==> config.mk <==
export PLATFORM = sky130hd
export DESIGN_NAME = raster_int_gen
export DESIGN_NICKNAME = d
export VERILOG_FILES = /design/src/rtl/raster_int_gen.sv
export SDC_FILE = /design/constraint.sdc
export NUM_CORES = 1
export LEC_CHECK = 0
export ABC_AREA = 1
export CELL_PAD_IN_SITES_DETAIL_PLACEMENT = 0
export CELL_PAD_IN_SITES_GLOBAL_PLACEMENT = 1
export CORE_ASPECT_RATIO = 1.75
export CORE_MARGIN = 2
export CORE_UTILIZATION = 32
export CTS_CLUSTER_SIZE = 25
export DETAILED_ROUTE_END_ITERATION = 10
export GPL_TIMING_DRIVEN = 0
export MAX_ROUTING_LAYER = met4
export PLACE_DENSITY_LB_ADDON = 0.2
export SYNTH_ARGS = -nofsm -noshare
export SYNTH_HDL_FRONTEND = slang
export SYNTH_SLANG_ARGS = --single-unit
==> constraint.sdc <==
create_clock -name clk -period 3.7 [get_ports clk]
set_clock_uncertainty 0.1 [all_clocks]
set_input_delay 0.74 -clock clk [delete_from_list [all_inputs] [get_ports clk]]
set_output_delay 0.74 -clock clk [all_outputs]
set_load 0.02 [all_outputs]
==> src/rtl/raster_int_gen.sv <==
// Frame and raster-line /INT generator. Each pulse lasts INT_LEN CPU T-states.
// Define INT_ACK_CUT_EN to end an active pulse early on a Z80 interrupt acknowledge.
module raster_int_gen #(
  parameter logic [7:0] INT_LEN   = 8'd32,
  parameter logic [8:0] VRET_LINE = 9'd248,
  parameter logic [8:0] VRET_HC   = 9'd0,
  parameter logic [8:0] RASTER_HC = 9'd256
) (
  input  logic       clk,
  input  logic       rst,
  input  logic       cpu_ce,
  input  logic [8:0] hc,
  input  logic [8:0] vc,
  input  logic       rasterint_enable,
  input  logic       vretraceint_disable,
  input  logic [8:0] raster_line,
  input  logic       m1_n,
  input  logic       iorq_n,
  output logic       int_n,
  output logic       raster_int_in_progress
);

  typedef enum logic [1:0] {IDLE, VRET, RAST} state_t;

  state_t     state;
  logic [7:0] cnt;
  logic       vret_q, rast_q;
  logic       vret_m, rast_m;
  logic       vret_trig, rast_trig;
  logic       ack;

  assign vret_m    = (vc == VRET_LINE) && (hc == VRET_HC) && !vretraceint_disable;
  assign rast_m    = (vc == raster_line) && (hc == RASTER_HC) && rasterint_enable;
  assign vret_trig = vret_m && !vret_q;
  assign rast_trig = rast_m && !rast_q;

`ifdef INT_ACK_CUT_EN
  assign ack = !m1_n && !iorq_n;
`else
  logic unused_ack;
  assign unused_ack = m1_n ^ iorq_n;
  assign ack        = 1'b0;
`endif

  // Triggers are only accepted in IDLE, so events during a pulse are simply lost.
  always_ff @(posedge clk) begin
    if (rst) begin
      state                  <= IDLE;
      int_n                  <= 1'b1;
      raster_int_in_progress <= 1'b0;
      cnt                    <= 8'd0;
      vret_q                 <= 1'b0;
      rast_q                 <= 1'b0;
    end else begin
      vret_q <= vret_m;
      rast_q <= rast_m;
      case (state)
        IDLE: begin
          if (rast_trig) begin
            state                  <= RAST;
            cnt                    <= INT_LEN;
            int_n                  <= 1'b0;
            raster_int_in_progress <= 1'b1;
          end else if (vret_trig) begin
            state <= VRET;
            cnt   <= INT_LEN;
            int_n <= 1'b0;
          end
        end
        VRET, RAST: begin
          if (ack || (cpu_ce && cnt == 8'd1)) begin
            state                  <= IDLE;
            cnt                    <= 8'd0;
            int_n                  <= 1'b1;
            raster_int_in_progress <= 1'b0;
          end else if (cpu_ce) begin
            cnt <= cnt - 8'd1;
          end
        end
        default: begin
          state                  <= IDLE;
          int_n                  <= 1'b1;
          raster_int_in_progress <= 1'b0;
        end
      endcase
    end
  end

endmodule

== Word level (Yosys, flattened, before mapping) ==
Cells that the tools add are included.

* Logic and storage cells: 50
* Output and inout bits: 2
* Bits of input ports: 34
* Bits in registers: 14

* Eq/ne operators: 10
* Reductions and logical operators: 17
* Multiplexer cells: 16
* $add $sub $neg: 1

{| class="wikitable"
|+ Operators with widths
! cell !! count
|-
| 8-bit 2-to-1 mux || 4
|-
| 8-bit case mux with 2 select lines || 1
|-
| 9-bit by 8-bit == test with 1-bit output, second input constant || 1
|-
| 9-bit == test || 1
|-
| 9-bit == test, second input constant || 1
|-
| 9-bit logical NOT || 1
|-
| 8-bit by 1-bit == test with 1-bit output, second input constant || 1
|-
| 8-bit by 1-bit subtractor with 8-bit output, second input constant || 1
|-
| 1-bit logical AND || 7
|-
| 2-bit 2-to-1 mux || 3
|-
| 3-bit != test, second input constant || 2
|-
| 1-bit 2-to-1 mux || 5
|-
| 2-bit != test, second input constant || 2
|-
| 1-bit case mux with 2 select lines || 2
|-
| 2-bit case mux with 2 select lines || 1
|-
| 2-bit AND reduction || 2
|-
| 1-bit logical NOT || 3
|-
| 3-bit AND reduction || 1
|-
| 2-bit by 1-bit == test with 1-bit output, second input constant || 1
|-
| 2-bit == test, second input constant || 1
|-
| 2-bit logical NOT || 1
|-
| 2-bit nonzero test || 1
|-
| 2-bit OR reduction || 1
|}

== Longest topological paths before layout ==
* Depth after elaboration: 7
* Gate-level depth with buffers: 12
* Mapped depth without buffers: 12

== Worst setup path after synthesis ==
No wires, ideal clock.

* Kind: input port to flip-flop
* Start point: in hc[7]
* End point: reg cnt[5]
* Cell stages on the path: 11
* Path buffers: 1
* Library setup time: 0.115 ns
* Setup slack: 1.819 ns
* Data arrival time: 1.666 ns
* Required time: 3.485 ns
* Cells stage by stage: nor2_1 > nand2_1 > nor2_2 > nand2_1 > nor2_2 > nand3_2 > nand2_4 > buf_6 > nand3_1 > nand2_1 > nor2_1

* Longest elaborated chain between the ends: 6
* Elaborated cells on any way between the ends: 12
* Those cells by class: 2 x eq/ne; 2 x mux; 8 x reduce/logical

{| class="wikitable"
|+ RTL lines
! element !! line !! RTL
|-
| start, declared || 12 || <nowiki>input logic [8:0] hc,</nowiki>
|-
| 9-bit == test or 9-bit logical NOT (tied branches) || 33, 32 ||
|-
| 1-bit logical AND (on tied branches) (2 in series) || 33, 32 ||
|-
| 1-bit logical AND (on tied branches) || 35, 34 ||
|-
| 3-bit != test (no source line) or 8-bit 2-to-1 mux (tied branches) || n/a ||
|-
| 3-bit AND reduction (no source line) or 8-bit case mux with 2 select lines (tied branches) || n/a ||
|-
| end signal, assigned || 77 || <nowiki>cnt <= cnt - 8'd1;</nowiki>
|-
| end, declared || 26 || <nowiki>logic [7:0] cnt;</nowiki>
|}

Parallel ways exist; a longest one is shown, timed or not.
A chain may end at the register's enable or synchronous reset.

== Worst setup path after layout ==
* Start point: in vc[5]
* End point: reg cnt[5]

* Longest elaborated chain between the ends: 6
* Elaborated cells on any way between the ends: 12
* Those cells by class: 3 x eq/ne; 2 x mux; 7 x reduce/logical

{| class="wikitable"
|+ RTL lines
! element !! line !! RTL
|-
| start, declared || 13 || <nowiki>input logic [8:0] vc,</nowiki>
|-
| 9-bit by 8-bit == test with 1-bit output or 9-bit == test (tied branches) || 32, 33 ||
|-
| 1-bit logical AND (on tied branches) (2 in series) || 32, 33 ||
|-
| 1-bit logical AND (on tied branches) || 34, 35 ||
|-
| 3-bit != test (no source line) or 8-bit 2-to-1 mux (tied branches) || n/a ||
|-
| 3-bit AND reduction (no source line) or 8-bit case mux with 2 select lines (tied branches) || n/a ||
|}

Parallel ways exist; a longest one is shown, timed or not.

==> results.cfg <==
[grt]
grt_pass1_wl_um = 4305
antenna_found_initial = 0
grt_pass1_vias = 1114
grt_max_degree = 11
track_usage = 0.1590
overflow = 0

[synth]
seq_area_frac_synth = 0.2660
syn-cell-area_sq_um = 1054
synth_nets = 215
synth.avg_cell_area_sq_um = 5.919
syn-instance-count = 178
ys_ff_latch = 14
yosysWarningCount = 0
synth.distinct_cells = 22

[status]
run_status = finished, final reports clean

[timing]
rsz0062_at_grt = no
hold_viol = 0
maxSlewViolCount = 0
fin_crit_ns = 2.259
worst_slew_pin_slew_ns = 0.6013
period_share = 0.6106
fin_tns_setup_ns = 0
slew_headroom = 0.5949
max_freq_mhz = 442.6
setup_viol = 0

[finish]
fin_area_sq_um = 1493
syn_to_final_growth_pct = 41.69
drive_gt1_frac = 0.08372
layout_common_cells = nand2_1 (52), nor2_1 (33), clkdlybuf4s50_1 (33), inv_1 (25)
final_common_cell = nand2_1
layout.cells.non_filler = 258
fillers = 352
nNetsFinal = 253
post-route-util = 0.4751
antennaDiodeCount = 0

[pwr]
p_clk_frac = 0.328
p_switching_uw = 146.7
p_int_uw = 325.2
p_sw_frac = 0.3109
p_per_area_nw_per_um2 = 316.2
p_total_uw = 471.9
p_comb_frac = 0.320
peakVddDrop_v = 0.0001264
p_seq_frac = 0.352
p_leak_uw = 0.0006702

[setup_path]
path_class = in2reg
r2r_slack_ns = 1.89
critPathRequiredTime_ns = 3.75
crit_buf_inv = 3
cpLargestDelayFamily = simple AND/OR/NAND/NOR gates
crit_slowest_cell = clkdlybuf4s50_1
startpoint_type = input port
path_depth = 13
reg2reg_to = cnt[0]
crit_start = vc[5]
slowest_delay_ns = 0.50
arrival_ns = 2.31
path_cells = clkdlybuf4s50_1 > nand2_1 > inv_1 > nand2_1 > nor2_1 > nand3_1 > nor2_1 > nor2_1 > nand2_4 > buf_6 > nand3_1 > nand2_1 > nor2_1
cpMostUsedCell = nor2_1
worstPathMaxFanout = 10
r2r_cells = 7
endpoint = cnt[5]
reg2reg_from = state[0]
critPathCaptureType = flip-flop

[clocking]
path_clk_slew_ns = 0.06
cts_resized = 0
ctsHoldBuffers = 0
cts_setup_buffers = 0
clkLatencyLatePin_ns = 0.25
htree_levels = 1
cts.sinks = 14
cts_buffers = 3
tritoncts = yes
clk_path_buf_depth = 2
clock-root-buffer = clkbuf_8

[detailed_routing]
routed_wl_um = 2508
drt_pass1_iterations = 4
drc = 0
postRouteAntennaNets = 0
drtIter0Drc = 15
vias_per_cell = 4.539
wl_per_cell_um = 9.721
vias = 1171

[placement]
hpwlAfterDp_um = 2103
dp.cells = 254
gp_congestion = 0.8511
portBuffers = 33
dpl_cell_area_sq_um = 1438

[die]
fp.dieH_um = 79.91
row_count = 27
start_util = 0.3353
io_pins = 36
dieWidth_um = 47.38
coreArea_sq_um = 3142
dieArea_sq_um = 3786

[flow_run]
cap_violations = 0

[worst_hold_path]
holdPathStages = 2
hold_path_class = reg2reg
[power groups by stage]
stage / logic (uW) / clock network [uW] / registers [uW]
after floorplan: 93.6 / 0 / 169
after global placement: 150 / 0 / 169
after detailed placement: 151 / 0 / 169
after CTS: 152 / 156 / 166
after global routing: 171 / 161 / 167
final: 151 / 155 / 166
[routing by layer]
metal	global-route usage	up-vias	share of wire
met5	-	-	0
met4	0.09444	0	0.041
met3	0.01810	9	0.043
met2	0.3054	35	0.55
met1	0.1277	500	0.36
li1	-	627	-
[Yosys cell counts]
cell type	number	share of area
nor2_2	3	0.018
nand3_1	14	0.067
o21ai_0	3	0.014
nand2_1	52	0.19
dfxtp_1	14	0.27
buf_6	2	0.021
nand2_4	1	0.011
o21a_1	1	0.0071
nand3_2	2	0.019
or2_2	2	0.012
a21oi_2	2	0.017
nand4_1	2	0.012
ha_1	3	0.036
nor2_4	1	0.011
xnor2_1	2	0.017
a21oi_1	10	0.048
nor3_1	2	0.0095
inv_1	25	0.089
nor2_1	33	0.12
inv_2	1	0.0036
xor2_1	2	0.017
o21ai_1	1	0.0047
[stage by stage]
stage                     hold slack [ns]  setup WS (ns)
after floorplan                    0.3335          1.819
after global placement             0.3345          1.186
after detailed placement           0.3436          1.137
after CTS                          0.3555          1.403
after global routing               0.3952          1.282
final                              0.3533          1.441
[worst reg2reg max path: stages, from the launching register on]
cell	delay, ns
dfxtp_1	0.31
inv_1	0.05
ha_1	0.32
o21ai_0	0.51
buf_6	0.23
nand3_1	0.09
nand2_1	0.06
nor2_1	0.04
[flip-flops by register name (all words and copies together) (netlist names)]
name                    cells
state                       2
vret_q                      1
raster_int_in_progress      1
rast_q                      1
cnt                         8
int_n                       1
[logic make-up after synthesis]
| kind of cell | Yosys count | synth area share |
|---|---|---|
| buffers and inverters | 28 | 0.1140 |
| and+or+nand+nor | 112 | 0.4608 |
| xor gates and xnor gates | 4 | 0.03326 |
| adders and majority gates | 3 | 0.03563 |
| DFF | 14 | 0.2660 |
| AOI/OAI and AO/OA | 17 | 0.09026 |
[worst min path at each step]
stage	startpoint	end
after CTS	int_n	int_n
after detailed placement	int_n	int_n
final	int_n	int_n
after global placement	int_n	int_n
after floorplan	state[1]	state[1]
after global routing	state[1]	state[1]
[layout make-up]
class | count | area [sq um] | area share
multi-input cells | 136 | 653.1 | 0.4376
repair buffers | 33 | 330.3 | 0.2213
flip-flops and latches | 14 | 280.3 | 0.1878
inverters | 26 | 97.59 | 0.06538
clock buffers | 4 | 55.05 | 0.03688
well taps | 43 | 53.80 | 0.03604
plain buffers | 2 | 22.52 | 0.01509
(Power assumes the default switching activity.)
